`src/rtl/stream_uart_pkg.sv`:
```
// rtl/stream_uart_pkg.sv - shared types and framing constants for the stream UART transmitter
package stream_uart_pkg;

    localparam int DATA_BITS = 8;
    localparam int STOP_BITS = 1;

    typedef enum logic [2:0] {
        ST_IDLE   = 3'd0,
        ST_START  = 3'd1,
        ST_DATA   = 3'd2,
        ST_PARITY = 3'd3,
        ST_STOP   = 3'd4
    } uart_state_e;

endpackage

```
`src/rtl/byte_fifo.sv`:
```
// rtl/byte_fifo.sv - synchronous FIFO; a push into a full FIFO is taken when a pop happens the same cycle
module byte_fifo #(
    parameter int WIDTH = 8,
    parameter int DEPTH = 4
) (
    input  logic                     aclk,
    input  logic                     aresetn,
    input  logic                     push,
    input  logic [WIDTH-1:0]         push_data,
    input  logic                     pop,
    output logic [WIDTH-1:0]         pop_data,
    output logic [$clog2(DEPTH):0]   level,
    output logic                     full,
    output logic                     empty
);

    localparam int AW = $clog2(DEPTH);
    localparam logic [AW:0] FULL_LVL = (AW+1)'(DEPTH);

    logic [WIDTH-1:0] mem_q [DEPTH];
    logic [WIDTH-1:0] mem_d [DEPTH];
    logic [AW-1:0]    wr_ptr_q, wr_ptr_d;
    logic [AW-1:0]    rd_ptr_q, rd_ptr_d;
    logic [AW:0]      level_q, level_d;
    logic             do_push, do_pop;

    assign full     = (level_q == FULL_LVL);
    assign empty    = (level_q == '0);
    assign level    = level_q;
    assign pop_data = mem_q[rd_ptr_q];

    always_comb begin
        mem_d    = mem_q;
        wr_ptr_d = wr_ptr_q;
        rd_ptr_d = rd_ptr_q;
        level_d  = level_q;
        do_pop   = pop && !empty;
        // the slot being read this cycle is free for the incoming write
        do_push  = push && (!full || do_pop);
        if (do_push) begin
            mem_d[wr_ptr_q] = push_data;
            wr_ptr_d        = wr_ptr_q + AW'(1);
        end
        if (do_pop) begin
            rd_ptr_d = rd_ptr_q + AW'(1);
        end
        case ({do_push, do_pop})
            2'b10:   level_d = level_q + (AW+1)'(1);
            2'b01:   level_d = level_q - (AW+1)'(1);
            default: level_d = level_q;
        endcase
    end

    always_ff @(posedge aclk) begin
        mem_q <= mem_d;
        if (!aresetn) begin
            wr_ptr_q <= '0;
            rd_ptr_q <= '0;
            level_q  <= '0;
        end else begin
            wr_ptr_q <= wr_ptr_d;
            rd_ptr_q <= rd_ptr_d;
            level_q  <= level_d;
        end
    end

endmodule

```
`src/rtl/stream_uart_tx.sv`:
```
// rtl/stream_uart_tx.sv - absorbs a no-backpressure byte stream into a FIFO and serialises it 8N1 on tx
// Optional even parity bit after the data bits when STREAM_UART_TX_PARITY_EN is defined.
module stream_uart_tx
    import stream_uart_pkg::*;
#(
    parameter int CLKS_PER_BIT = 16,
    parameter int FIFO_DEPTH   = 4
) (
    input  logic                          aclk,
    input  logic                          aresetn,
    input  logic                          s_axis_tvalid,
    input  logic [7:0]                    s_axis_tdata,
    input  logic                          clear_overflow,
    output logic                          tx,
    output logic                          busy,
    output logic                          overflow,
    output logic [$clog2(FIFO_DEPTH):0]   fifo_level
);

    localparam int TW = $clog2(CLKS_PER_BIT);
    localparam logic [TW-1:0] TIMER_LAST = TW'(CLKS_PER_BIT - 1);

    uart_state_e          state_q, state_d;
    logic [TW-1:0]        timer_q, timer_d;
    logic [2:0]           bit_idx_q, bit_idx_d;
    logic [DATA_BITS-1:0] shift_q, shift_d;
    logic                 tx_q, tx_d;
    logic                 overflow_q, overflow_d;
`ifdef STREAM_UART_TX_PARITY_EN
    logic                 parity_q, parity_d;
`endif

    logic                 pop, full, empty, bit_done, drop;
    logic [7:0]           pop_data;

    byte_fifo #(
        .WIDTH (8),
        .DEPTH (FIFO_DEPTH)
    ) u_fifo (
        .aclk      (aclk),
        .aresetn   (aresetn),
        .push      (s_axis_tvalid),
        .push_data (s_axis_tdata),
        .pop       (pop),
        .pop_data  (pop_data),
        .level     (fifo_level),
        .full      (full),
        .empty     (empty)
    );

    assign tx       = tx_q;
    assign overflow = overflow_q;
    assign busy     = (state_q != ST_IDLE) || !empty;
    assign bit_done = (timer_q == TIMER_LAST);
    assign drop     = s_axis_tvalid && full && !pop;

    always_comb begin
        state_d   = state_q;
        timer_d   = timer_q;
        bit_idx_d = bit_idx_q;
        shift_d   = shift_q;
        tx_d      = 1'b1;
        pop       = 1'b0;
`ifdef STREAM_UART_TX_PARITY_EN
        parity_d  = parity_q;
`endif
        if (state_q != ST_IDLE) begin
            timer_d = bit_done ? '0 : timer_q + TW'(1);
        end
        // tx is driven from the current state, so the pin lags the FSM by one cycle
        case (state_q)
            ST_IDLE: begin
                tx_d = 1'b1;
                if (!empty) begin
                    pop       = 1'b1;
                    shift_d   = pop_data;
`ifdef STREAM_UART_TX_PARITY_EN
                    parity_d  = ^pop_data;
`endif
                    timer_d   = '0;
                    bit_idx_d = '0;
                    state_d   = ST_START;
                end
            end
            ST_START: begin
                tx_d = 1'b0;
                if (bit_done) begin
                    state_d = ST_DATA;
                end
            end
            ST_DATA: begin
                tx_d = shift_q[0];
                if (bit_done) begin
                    shift_d = shift_q >> 1;
                    if (bit_idx_q == 3'(DATA_BITS - 1)) begin
                        bit_idx_d = '0;
`ifdef STREAM_UART_TX_PARITY_EN
                        state_d   = ST_PARITY;
`else
                        state_d   = ST_STOP;
`endif
                    end else begin
                        bit_idx_d = bit_idx_q + 3'd1;
                    end
                end
            end
`ifdef STREAM_UART_TX_PARITY_EN
            ST_PARITY: begin
                tx_d = parity_q;
                if (bit_done) begin
                    state_d = ST_STOP;
                end
            end
`endif
            ST_STOP: begin
                tx_d = 1'b1;
                if (bit_done) begin
                    if (bit_idx_q == 3'(STOP_BITS - 1)) begin
                        bit_idx_d = '0;
                        state_d   = ST_IDLE;
                    end else begin
                        bit_idx_d = bit_idx_q + 3'd1;
                    end
                end
            end
            default: begin
                state_d = ST_IDLE;
            end
        endcase
        // a drop in the same cycle wins over a clear request
        overflow_d = drop || (overflow_q && !clear_overflow);
    end

    always_ff @(posedge aclk) begin
        if (!aresetn) begin
            state_q    <= ST_IDLE;
            timer_q    <= '0;
            bit_idx_q  <= '0;
            shift_q    <= '0;
            tx_q       <= 1'b1;
            overflow_q <= 1'b0;
`ifdef STREAM_UART_TX_PARITY_EN
            parity_q   <= 1'b0;
`endif
        end else begin
            state_q    <= state_d;
            timer_q    <= timer_d;
            bit_idx_q  <= bit_idx_d;
            shift_q    <= shift_d;
            tx_q       <= tx_d;
            overflow_q <= overflow_d;
`ifdef STREAM_UART_TX_PARITY_EN
            parity_q   <= parity_d;
`endif
        end
    end

endmodule
```
`config.mk`:
```
export PLATFORM = sky130hd
export DESIGN_NAME = stream_uart_tx
export DESIGN_NICKNAME = d
export VERILOG_FILES = /design/src/rtl/stream_uart_pkg.sv /design/src/rtl/byte_fifo.sv /design/src/rtl/stream_uart_tx.sv
export SDC_FILE = /design/constraint.sdc
export NUM_CORES = 1
export LEC_CHECK = 0
export BUFFER_PORTS_ARGS = -buffer_cell sky130_fd_sc_hd__buf_2
export CAP_MARGIN = 25
export CORE_ASPECT_RATIO = 1.2
export CORE_UTILIZATION = 64
export CTS_CLUSTER_DIAMETER = 60
export DETAILED_ROUTE_END_ITERATION = 16
export GPL_ROUTABILITY_DRIVEN = 0
export PLACE_DENSITY_LB_ADDON = 0.25
export SLEW_MARGIN = 20
export SYNTH_ARGS = -nofsm -noshare
export SYNTH_HDL_FRONTEND = slang
export SYNTH_SLANG_ARGS = --single-unit
```
`constraint.sdc`:
```
create_clock -name aclk -period 7.17 [get_ports aclk]
set_input_delay 1.0755 -clock aclk [delete_from_list [all_inputs] [get_ports aclk]]
set_output_delay 1.0755 -clock aclk [all_outputs]
set_load 0.01 [all_outputs]
```
==> metrics.md <==
| Metric | Value |
|---|---|
| Syn avg cell area | `12.8 sq um` |
| HPWL Detailed | `3050 um` |
| HP Class | `register to register` |
| VDD IR max | `0.232 mV` |
| Initial antenna violation count | `0` |
| Crit path max fanout | `19` |
| Highest metal used | `met4` |
| Crit. End Element | `primary output` |
| Clk sink count | `59` |
| Cells after Synth | `209` |
| Setup TNS | `0 ns` |
| Post-cts resize count | `0` |
| Vias in the first global route | `1,608` |
| Prevailing post-synth register cell | `edfxtp_1` |
| Crit start category | `register` |
| Worst setup path startpoint | `state_q[1]` |
| WP data arrival | `1.97 ns` |
| Skew-Pair Late Insertion Delay | `0.34 ns` |
| Number of max-cap violations | `0` |
| Worst slew pin tran | `just over 0.7 ns` |
| Static Leak | `1.14 nW` |
| Diode count | `0` |
| Wl on met1 | `1830 um` |
| Post-DR vias/cell | `5.63` |
| First-pass GRT wire length | `7110 um` |
| Ys Warns | `0` |
| Asr flop ratio synth | `0%` |
| DRC viols | `0` |
| Cts hold-fix bufs | `0` |
| Rows | `25` |
| Clk buf depth | `2` |
| Hold slack | `0.482 ns` |
| GRT Total Usage | `24.0%` |
| Pin count of the biggest net entering global routing | `31` |
| CORE AREA | `3970 sq um` |
| P&R area growth vs syn | `11.0%` |
| Post-Syn Area | `2680 sq um` |
| Total Wirelength | `~4500 um` |
| Pre-antenna DRT Iters | `4` |
| DR WL met3 | `173 um` |
| CTS Buf Count | `9` |
| Clk root buf | `clkbuf_8` |
| CP required | `6.09 ns` |
| PortBufs | `17` |
| Initial Util | `67.3%` |
| Status | `finished, final reports clean` |
| Minimum clock period | `3.04 ns` |
| Vias | `1,598` |
| Fmax | `0.329 GHz` |
| Final ANT Viol Nets | `0` |
| Yosys cell types | `38` |
| DIE AREA | `4440 sq um` |
| EDFF count, synth | `32` |
| Seq cells post-synth | `59` |
| Hold_sp | `overflow` |
| # nets final | `247` |
| Period utilisation layout | `a little over two fifths` |
| Fin cells | `284` |
| Reg2reg start | `state_q[1]` |
| Share of layout cells above drive strength 1 | `roughly 18%` |
| Final hold vios | `0` |
| Fin worst setup slack | `4.13 ns` |
| Final Skew | `0.00643 ns` |
| Drt wl/cell | `15.7 um` |
| Placed cell count | `268` |
| Slew headroom | `between 50% and 60%` |
| Sequential area share after synthesis | `56.1%` |
| Setup CP Type | `register to primary output` |
| Die X-Extent | `61.0 um` |
| Power Density | `406 nW/um^2` |
| RSZ-0062 raised after global routing | `false` |
| CTS tree | `yes` |
| I/O pin cnt | `18` |
| WL met2 | `2360 um` |
| Synthesized Nets | `roughly 230` |
| Layout Utilization | `74.7%` |
| Number of setup violations in the final report | `0` |
| Fin. max-slew vios | `0` |
| Total gr overflow | `0` |
| Starting DRT DRC Count | `63` |
| Clk slew on worst S/H paths | `0.06 ns` |
| Pre-CTS setup slack | `approximately 4.3 ns` |
| Die Ht | `between 70 and 80 um` |
| Post-CTS Setup Inserts | `0` |
| H-tree levels | `3` |
==> final cells by class <==
| cell class | instances | area (sq um) |
|---|---|---|
| timing repair buffer | 17 | 85.1 |
| clock buffer | 9 | 124 |
| multi-input combinational | 127 | 1070 |
| inverter | 11 | 41.3 |
| tap | 54 | 67.6 |
| sequential | 59 | 1500 |
| fill | 263 | 1000 |
| clock inverter | 7 | 82.6 |
==> stage by stage <==
| stage | instance area, sq um | power [mW] |
|---|---|---|
| 2_1_floorplan | 2680 | 0.822 |
| 5_1_grt | 2970 | 1.28 |
| 6_report | 2970 | 1.21 |
| 4_1_cts | 2970 | 1.21 |
| 3_5_place_dp | 2760 | 0.895 |
| 3_3_place_gp | 2760 | 0.867 |
==> cells by family after synthesis <==
family / synth area share [%]
simple gates: 12.5
buf+inv: 3.98
xor+xnor: 1.96
compound gates: 8.84
flops: 56.1
fa+ha+maj: 4.96
mux: 11.6
==> Yosys cell counts, types with 2 or more instances <==
master / n / area share [%]
xnor2_1: 4 / 1.3
nor2b_1: 8 / 1.9
nand3b_1: 2 / 0.56
o211a_1: 7 / 2.6
ha_1: 9 / 4.2
and2_1: 10 / 2.3
buf_6: 2 / 0.84
inv_1: 11 / 1.5
nand2_1: 9 / 1.3
nor3_1: 3 / 0.56
mux2i_1: 13 / 4.9
nand3_1: 9 / 1.7
a21oi_1: 4 / 0.75
o21ai_0: 6 / 1.1
nand2b_1: 4 / 0.94
xor2_1: 2 / 0.65
nor2_1: 3 / 0.42
nor2_2: 2 / 0.47
nand4_1: 5 / 1.2
clkbuf_1: 5 / 0.70
or3_1: 3 / 0.70
mux4_2: 8 / 6.7
dfxtp_1: 27 / 20
buf_2: 4 / 0.75
a21boi_0: 5 / 1.4
edfxtp_1: 32 / 36
==> cells in the final DEF (no fill, tap or decap), types with 5 or more instances in the layout <==
cell,instances
clkbuf_8,9
nand2_1,9
mux2i_1,13
mux4_2,8
o211a_1,7
buf_2,17
dfxtp_1,27
nand3_1,9
ha_1,9
edfxtp_1,32
inv_1,11
o21ai_0,6
nor2b_1,8
a21boi_0,5
nand4_1,5
and2_1,10
==> critical path: stages, from the launching register on <==
cell,delay [ns]
dfxtp_1,0.54
or3_1,0.61
nor2_2,0.29
inv_1,0.06
buf_2,0.14
==> flip-flops by register name, summed over array words and instances (netlist names) <==
name and cells:
u_fifo.mem_q 32, overflow 1, u_fifo.rd_ptr_q 2, u_fifo.level 3
timer_q 4, shift_q 8, state_q 3, bit_idx_q 3
tx 1, u_fifo.wr_ptr_q 2
==> power by group <==
| group | total [mW] | leakage, nW | internal (mW) | switching (mW) |
|---|---|---|---|---|
| logic | 0.416 | 0.530 | 0.192 | 0.224 |
| clock network | 0.313 | 0.0994 | 0.191 | 0.123 |
| registers | 0.477 | 0.515 | 0.413 | 0.0632 |
==> routing by layer <==
layer | global-route usage (%) | up-vias
met5 | 0 | -
met1 | 26.4 | 758
met4 | 13.9 | 0
met3 | 9.57 | 10
met2 | 38.4 | 34
li1 | - | 796
==> final timing paths <==
check / endpoint / slack, ns / depth (start not counted)
max: busy / 4.13 / 4
min: overflow / 0.48 / 2
max reg2reg: u_fifo.level[2] / 4.32 / 9
min reg2reg: overflow / 0.48 / 2
Note: power is estimated with default switching activity, not from simulation.
